--- src/rtl/key_scan_pkg.sv ---
// Shared types and constants for the 4x4 keypad scanner: FSM states,
// frame classification and the snapshot classifier.
package key_scan_pkg;

  localparam int KEY_ROWS   = 4;
  localparam int KEY_COLS   = 4;
  localparam int KEY_CODE_W = 4;
  localparam int SNAP_W     = KEY_ROWS * KEY_COLS;

  typedef enum logic [1:0] {
    IDLE      = 2'd0,
    DEB_PRESS = 2'd1,
    PRESSED   = 2'd2,
    DEB_REL   = 2'd3
  } scan_state_e;

  typedef enum logic [1:0] {
    NONE   = 2'd0,
    SINGLE = 2'd1,
    MULTI  = 2'd2
  } frame_class_e;

  typedef struct packed {
    frame_class_e            cls;
    logic [KEY_CODE_W-1:0]   code;
  } frame_info_t;

  // Hit count saturates at two; code is only meaningful for SINGLE.
  function automatic frame_info_t classify_frame(input logic [SNAP_W-1:0] snap);
    frame_info_t info;
    logic [1:0]  hits;
    info.code = '0;
    hits      = 2'd0;
    for (int i = 0; i < SNAP_W; i++) begin
      if (snap[i]) begin
        info.code = KEY_CODE_W'(i);
        if (hits != 2'd2) begin
          hits = hits + 2'd1;
        end
      end
    end
    case (hits)
      2'd0:    info.cls = NONE;
      2'd1:    info.cls = SINGLE;
      default: info.cls = MULTI;
    endcase
    return info;
  endfunction

endpackage

--- src/rtl/key_frame_capture.sv ---
// Row-scan divider and snapshot capture: drives one row low per slot,
// samples the columns at slot end and classifies each completed frame.
module key_frame_capture
  import key_scan_pkg::*;
#(
  parameter int SCAN_DIV = 5000
) (
  input  logic                 clk,
  input  logic                 rst_n,
  input  logic [KEY_COLS-1:0]  col_in,
  output logic [KEY_ROWS-1:0]  row_out,
  output logic                 frame_done,
  output frame_info_t          frame_info
);

  localparam int DIV_W = $clog2(SCAN_DIV);
  localparam int ROW_W = $clog2(KEY_ROWS);
  localparam logic [DIV_W-1:0] DIV_LAST = DIV_W'(SCAN_DIV - 1);
  localparam logic [ROW_W-1:0] ROW_LAST = ROW_W'(KEY_ROWS - 1);

  logic [DIV_W-1:0]    div_cnt_r;
  logic [ROW_W-1:0]    row_idx_r;
  logic [SNAP_W-1:0]   snapshot_r;
  logic [KEY_ROWS-1:0] row_out_r;
  logic                sample_s;
  logic [SNAP_W-1:0]   frame_snap_s;

  assign sample_s   = (div_cnt_r == DIV_LAST);
  assign frame_done = sample_s && (row_idx_r == ROW_LAST);
  assign row_out    = row_out_r;

  // The last row is classified straight from the pins so the frame ends on its own sample cycle.
  always_comb begin
    frame_snap_s = snapshot_r;
    frame_snap_s[(KEY_ROWS-1)*KEY_COLS +: KEY_COLS] = ~col_in;
  end

  assign frame_info = classify_frame(frame_snap_s);

  // Slot divider, one-cold row rotation and end-of-slot column sampling.
  always_ff @(posedge clk or negedge rst_n) begin
    if (!rst_n) begin
      div_cnt_r  <= '0;
      row_idx_r  <= '0;
      snapshot_r <= '0;
      row_out_r  <= 4'b1110;
    end else if (sample_s) begin
      div_cnt_r  <= '0;
      row_idx_r  <= row_idx_r + ROW_W'(1);
      row_out_r  <= {row_out_r[KEY_ROWS-2:0], row_out_r[KEY_ROWS-1]};
      snapshot_r[row_idx_r*KEY_COLS +: KEY_COLS] <= ~col_in;
    end else begin
      div_cnt_r  <= div_cnt_r + DIV_W'(1);
    end
  end

endmodule

--- src/rtl/matrix_key_scan.sv ---
// 4x4 keypad scanner top: frame-level debounce FSM producing a held key
// code, a one-cycle press pulse and a key-down flag.
module matrix_key_scan
  import key_scan_pkg::*;
#(
  parameter int SCAN_DIV     = 5000,
  parameter int DEBOUNCE_CNT = 3
) (
  input  logic                   clk,
  input  logic                   rst_n,
  input  logic [KEY_COLS-1:0]    col_in,
  output logic [KEY_ROWS-1:0]    row_out,
  output logic [KEY_CODE_W-1:0]  key_code,
  output logic                   key_valid,
  output logic                   key_held
);

  localparam int CNT_W = $clog2(DEBOUNCE_CNT + 1);
  localparam logic [CNT_W-1:0] CNT_ONE = CNT_W'(1);
  localparam logic [CNT_W-1:0] CNT_MAX = CNT_W'(DEBOUNCE_CNT);

  logic                  frame_done_s;
  frame_info_t           frame_info_s;
  scan_state_e           state_r;
  logic [CNT_W-1:0]      cnt_r;
  logic [CNT_W-1:0]      cnt_inc_s;
  logic [KEY_CODE_W-1:0] cand_r;
  logic [KEY_CODE_W-1:0] key_code_r;
  logic                  key_valid_r;
  logic                  key_held_r;

  key_frame_capture #(
    .SCAN_DIV (SCAN_DIV)
  ) u_capture (
    .clk        (clk),
    .rst_n      (rst_n),
    .col_in     (col_in),
    .row_out    (row_out),
    .frame_done (frame_done_s),
    .frame_info (frame_info_s)
  );

  assign cnt_inc_s = (cnt_r == CNT_MAX) ? CNT_MAX : cnt_r + CNT_ONE;
  assign key_code  = key_code_r;
  assign key_valid = key_valid_r;
  assign key_held  = key_held_r;

  // Debounce FSM; advances only on frame end, outputs registered with the transition.
  always_ff @(posedge clk or negedge rst_n) begin
    if (!rst_n) begin
      state_r     <= IDLE;
      cnt_r       <= '0;
      cand_r      <= '0;
      key_code_r  <= '0;
      key_valid_r <= 1'b0;
      key_held_r  <= 1'b0;
    end else begin
      key_valid_r <= 1'b0;
      if (frame_done_s) begin
        case (state_r)
          IDLE: begin
            if (frame_info_s.cls == SINGLE) begin
              cand_r <= frame_info_s.code;
              cnt_r  <= CNT_ONE;
              if (DEBOUNCE_CNT == 1) begin
                state_r     <= PRESSED;
                key_code_r  <= frame_info_s.code;
                key_valid_r <= 1'b1;
                key_held_r  <= 1'b1;
              end else begin
                state_r <= DEB_PRESS;
              end
            end else begin
              state_r <= IDLE;
            end
          end
          DEB_PRESS: begin
            if (frame_info_s.cls == SINGLE && frame_info_s.code == cand_r) begin
              cnt_r <= cnt_inc_s;
              if (cnt_inc_s == CNT_MAX) begin
                state_r     <= PRESSED;
                key_code_r  <= frame_info_s.code;
                key_valid_r <= 1'b1;
                key_held_r  <= 1'b1;
              end else begin
                state_r <= DEB_PRESS;
              end
            end else if (frame_info_s.cls == SINGLE) begin
              cand_r <= frame_info_s.code;
              cnt_r  <= CNT_ONE;
            end else begin
              state_r <= IDLE;
              cnt_r   <= '0;
            end
          end
          PRESSED: begin
            if (frame_info_s.cls == NONE) begin
              if (DEBOUNCE_CNT == 1) begin
                state_r    <= IDLE;
                cnt_r      <= '0;
                key_held_r <= 1'b0;
              end else begin
                state_r <= DEB_REL;
                cnt_r   <= CNT_ONE;
              end
            end else begin
              state_r <= PRESSED;
            end
          end
          DEB_REL: begin
            if (frame_info_s.cls == NONE) begin
              if (cnt_inc_s == CNT_MAX) begin
                state_r    <= IDLE;
                cnt_r      <= '0;
                key_held_r <= 1'b0;
              end else begin
                cnt_r <= cnt_inc_s;
              end
            end else begin
              state_r <= PRESSED;
            end
          end
          default: begin
            state_r    <= IDLE;
            cnt_r      <= '0;
            key_held_r <= 1'b0;
          end
        endcase
      end
    end
  end

endmodule

--- config.mk ---
export PLATFORM = sky130hd
export DESIGN_NAME = matrix_key_scan
export DESIGN_NICKNAME = d
export VERILOG_FILES = /design/src/rtl/key_scan_pkg.sv /design/src/rtl/key_frame_capture.sv /design/src/rtl/matrix_key_scan.sv
export SDC_FILE = /design/constraint.sdc
export NUM_CORES = 1
export LEC_CHECK = 0
export CORE_UTILIZATION = 40
export DETAILED_ROUTE_END_ITERATION = 8
export PLACE_DENSITY_LB_ADDON = 0.25
export RECOVER_POWER = 100
export SLEW_MARGIN = 20
export SYNTH_ARGS = -nofsm -noshare
export SYNTH_HDL_FRONTEND = slang
export SYNTH_SLANG_ARGS = --single-unit
--- constraint.sdc ---
create_clock -name clk -period 13.35 [get_ports clk]
set_clock_uncertainty 0.05 [all_clocks]
set_input_delay 1.335 -clock clk [delete_from_list [all_inputs] [get_ports clk]]
set_output_delay 1.335 -clock clk [all_outputs]
set_load 0.005 [all_outputs]
==> impl_metrics.json <==
{
  "p_total_w": 0.000284,
  "clk_pin_slew_ns": 0.09,
  "cp.arrival_ns": 8.25,
  "cts_tree": "done",
  "synth_enable_flop_cells": 0,
  "antenna_cells": 0,
  "cts_setup_buffers": 0,
  "hold_class": "reg -> reg",
  "finalCritPeriodShare": 0.608,
  "cpPeakStageDelay_ns": 0.78,
  "min_period_ns": 8.12,
  "first_iter_violations": 171,
  "async_flop_share": 1.00,
  "cts_hold_buf": 0,
  "drv_slew": 46,
  "core_sq_um": 9280,
  "grt_usage": 0.176,
  "violations": "capacitance limit, slew limit",
  "ys_warn_count": 0,
  "drv_cap": 1,
  "die-height_microns": 100,
  "path_class": "reg -> reg",
  "leakage_nw": 1.73,
  "finalNetCount": 467,
  "io_buffers": 15,
  "p_switching_w": 0.0000641,
  "end_kind": "flip-flop",
  "grt_pass1_wl_microns": 14600,
  "setup_viol": 0,
  "grt_pass1_vias": 3169,
  "synth_top_area_cell": "dfrtp_1",
  "netlist_top_cells_area": "dfrtp_1 27%, nand2_1 4.8%, ha_1 3.9%",
  "globalplace.congestion": 0.866,
  "place_hpwl_microns": 6160,
  "required_ns": 13.48,
  "hold_depth": 1,
  "switching_share": 0.226,
  "wl_microns": 8310,
  "synth-seq-cells": 45,
  "area_growth_pct": 7.41,
  "drive_gt1_frac": 0.0911,
  "wl_per_cell_microns": 14.3,
  "cts_resized": 0,
  "p_clk_frac": 0.426,
  "fmax_mhz": 123,
  "ir_drop_mv": 0.0709,
  "drt_pass1_iterations": 4,
  "synth_fp_nets": 464,
  "cp.depth": 24,
  "power_density_nw_per_um2": 68.4,
  "cts.path.max_buffers": 2,
  "drc": 0,
  "syn_area_per_cell_sq_um": 8.67,
  "relSlewSlack": -0.565,
  "synthCells": 446,
  "synth_top_area_frac": 0.272,
  "crit_chain": "inv_1, ha_1, or4b_1, o211ai_1, nor2_1, a211o_1, a311oi_1, o22ai_1, nor3b_1, a221oi_1, and3_1, a221oi_1, and4_1, a211o_1, a2111oi_0, o32a_1, ha_1, o21ai_0, ha_1, o22ai_1, a21oi_1, nand4_1, nor3_1, mux2_4",
  "vias": 3338,
  "whs_ns": 0.444,
  "cts.sinks": 45,
  "tightest_slew_ns": 2.35,
  "cts-root-buf": "clkbuf_8",
  "critPathMaxFanout": 10,
  "cts_inserted_buffers": 5,
  "synth-seq-area-share": 0.292,
  "crit_slowest_cell": "nor3_1",
  "dieWidth_microns": 100,
  "grt_overflow": 0,
  "hold_viol": 0,
  "ys_types": 81,
  "critPathBufInv": 1,
  "syn_area_sq_um": 3860,
  "status": "finished, violations left",
  "rsz0062_at_grt": "no",
  "path_common_cell": "ha_1",
  "drtAntennaViolNets": 0,
  "num_rows": 35,
  "reg2regPathDepth": 24,
  "clk_latency_ns": 0.30,
  "synth_ff_type": "dfrtp_1",
  "fin_util": 0.447,
  "initial_core_util": 0.416,
  "cts_max_level": 2,
  "internal_power_w": 0.000220,
  "critPathTopFamily": "compound AO/OA/AOI/OAI gates",
  "p_comb_frac": 0.082,
  "start_kind": "flip-flop",
  "via_per_inst": 5.77,
  "fin_tns_setup_ns": 0,
  "design.die.area_sq_um": 10100,
  "antenna_found_initial": 0,
  "seqPwrFrac": 0.492,
  "io_pins": 16,
  "grt_start_max_net_pins": 46
}
[worst reg2reg max path, stage by stage, from the launching register on]
cell	delay, ns
dfrtp_1	0.40
inv_1	0.08
ha_1	0.38
or4b_1	0.59
o211ai_1	0.32
nor2_1	0.08
a211o_1	0.30
a311oi_1	0.51
o22ai_1	0.25
nor3b_1	0.21
a221oi_1	0.44
and3_1	0.32
a221oi_1	0.12
and4_1	0.21
a211o_1	0.33
a2111oi_0	0.45
o32a_1	0.29
ha_1	0.27
o21ai_0	0.17
ha_1	0.17
o22ai_1	0.07
a21oi_1	0.53
nand4_1	0.30
nor3_1	0.79
mux2_4	0.35
[power by group through the flow]
stage / registers (W) / clock network [W] / logic (W)
6_report: 0.000140 / 0.000121 / 0.0000232
4_1_cts: 0.000140 / 0.000126 / 0.0000248
2_1_floorplan: 0.000141 / 0 / 0.0000178
5_1_grt: 0.000140 / 0.000131 / 0.0000266
3_3_place_gp: 0.000143 / 0 / 0.0000242
3_5_place_dp: 0.000143 / 0 / 0.0000246
[cells by family (layout without fill, tap and decap cells)]
| family | count (synthesis) | after routing | synth area share |
|---|---|---|---|
| simple gates | 185 | 185 | 0.254 |
| fa+ha+maj | 12 | 12 | 0.0388 |
| buf+inv | 34 | 38 | 0.0376 |
| compound gates | 128 | 128 | 0.265 |
| xor+xnor | 27 | 27 | 0.0660 |
| flops | 45 | 45 | 0.292 |
| mux | 15 | 15 | 0.0469 |
[Yosys cell counts (11+ instances only)]
master / instances
inv_1: 14
nor2_1: 38
clkbuf_1: 12
nand2_1: 49
ha_1: 12
xnor2_1: 13
nor3_1: 11
o21ai_0: 17
nand3_1: 18
xor2_1: 13
dfrtp_1: 42
a21oi_1: 14
o31ai_1: 18
[layout make-up]
cell class | instances | area, sq um
clock buffers | 5 | 68.8
multi-input cells | 367 | 2530
clock inverters | 3 | 65.1
repair buffers | 16 | 148
flip-flops and latches | 45 | 1130
inverters | 14 | 52.6
fillers | 953 | 5130
well taps | 129 | 161
[layout by cell type (no fill, tap or decap), types with 8 or more instances in the layout]
cell	count
inv_1	14
nand2_1	49
and2_1	8
a21oi_1	15
o31ai_1	18
xor2_1	13
ha_1	12
xnor2_1	13
dlygate4sd3_1	8
dfrtp_1	42
and3_1	8
nand3_1	18
o21ai_0	17
a211oi_1	8
nor3_1	13
nor2_1	38
[final timing paths]
path,startpoint,to,slack (ns)
max,u_capture.snapshot_r[0],key_code[2],5.23
min,u_capture.div_cnt_r[0],u_capture.div_cnt_r[0],0.44
max reg2reg,u_capture.snapshot_r[0],key_code[2],5.23
min reg2reg,u_capture.div_cnt_r[0],u_capture.div_cnt_r[0],0.44
max in group asynchronous,rst_n,u_capture.div_cnt_r[5],10.23
min in group asynchronous,rst_n,state_r[0],1.69
[through the flow]
| step | setup WS [ns] | instances | instance area (sq um) |
|---|---|---|---|
| global placement | 6.51 | 571 | 4090 |
| detailed placement | 6.35 | 571 | 4090 |
| floorplan | 7.15 | 446 | 3860 |
| global route | 4.59 | 579 | 4150 |
| CTS | 6.31 | 579 | 4230 |
| finish | 5.23 | 579 | 4150 |
[sequential cells by signal, summed over array words and instances, names as in the netlist]
register	count
cand_r	4
u_capture.row_idx_r	2
key_valid	1
u_capture.snapshot_r	12
key_held	1
key_code	4
state_r	2
u_capture.div_cnt_r	13
cnt_r	2
u_capture.row_out	4
[routing by layer]
layer  vias to the layer above  global-route usage  wire (microns)
li1                       1676                   -               -
met1                      1559               0.235            3950
met2                        87               0.294            3870
met3                        16              0.0230             329
met4                         0              0.0557             157
met5                         -                   0               0
Note: power is estimated with default switching activity, not from simulation.
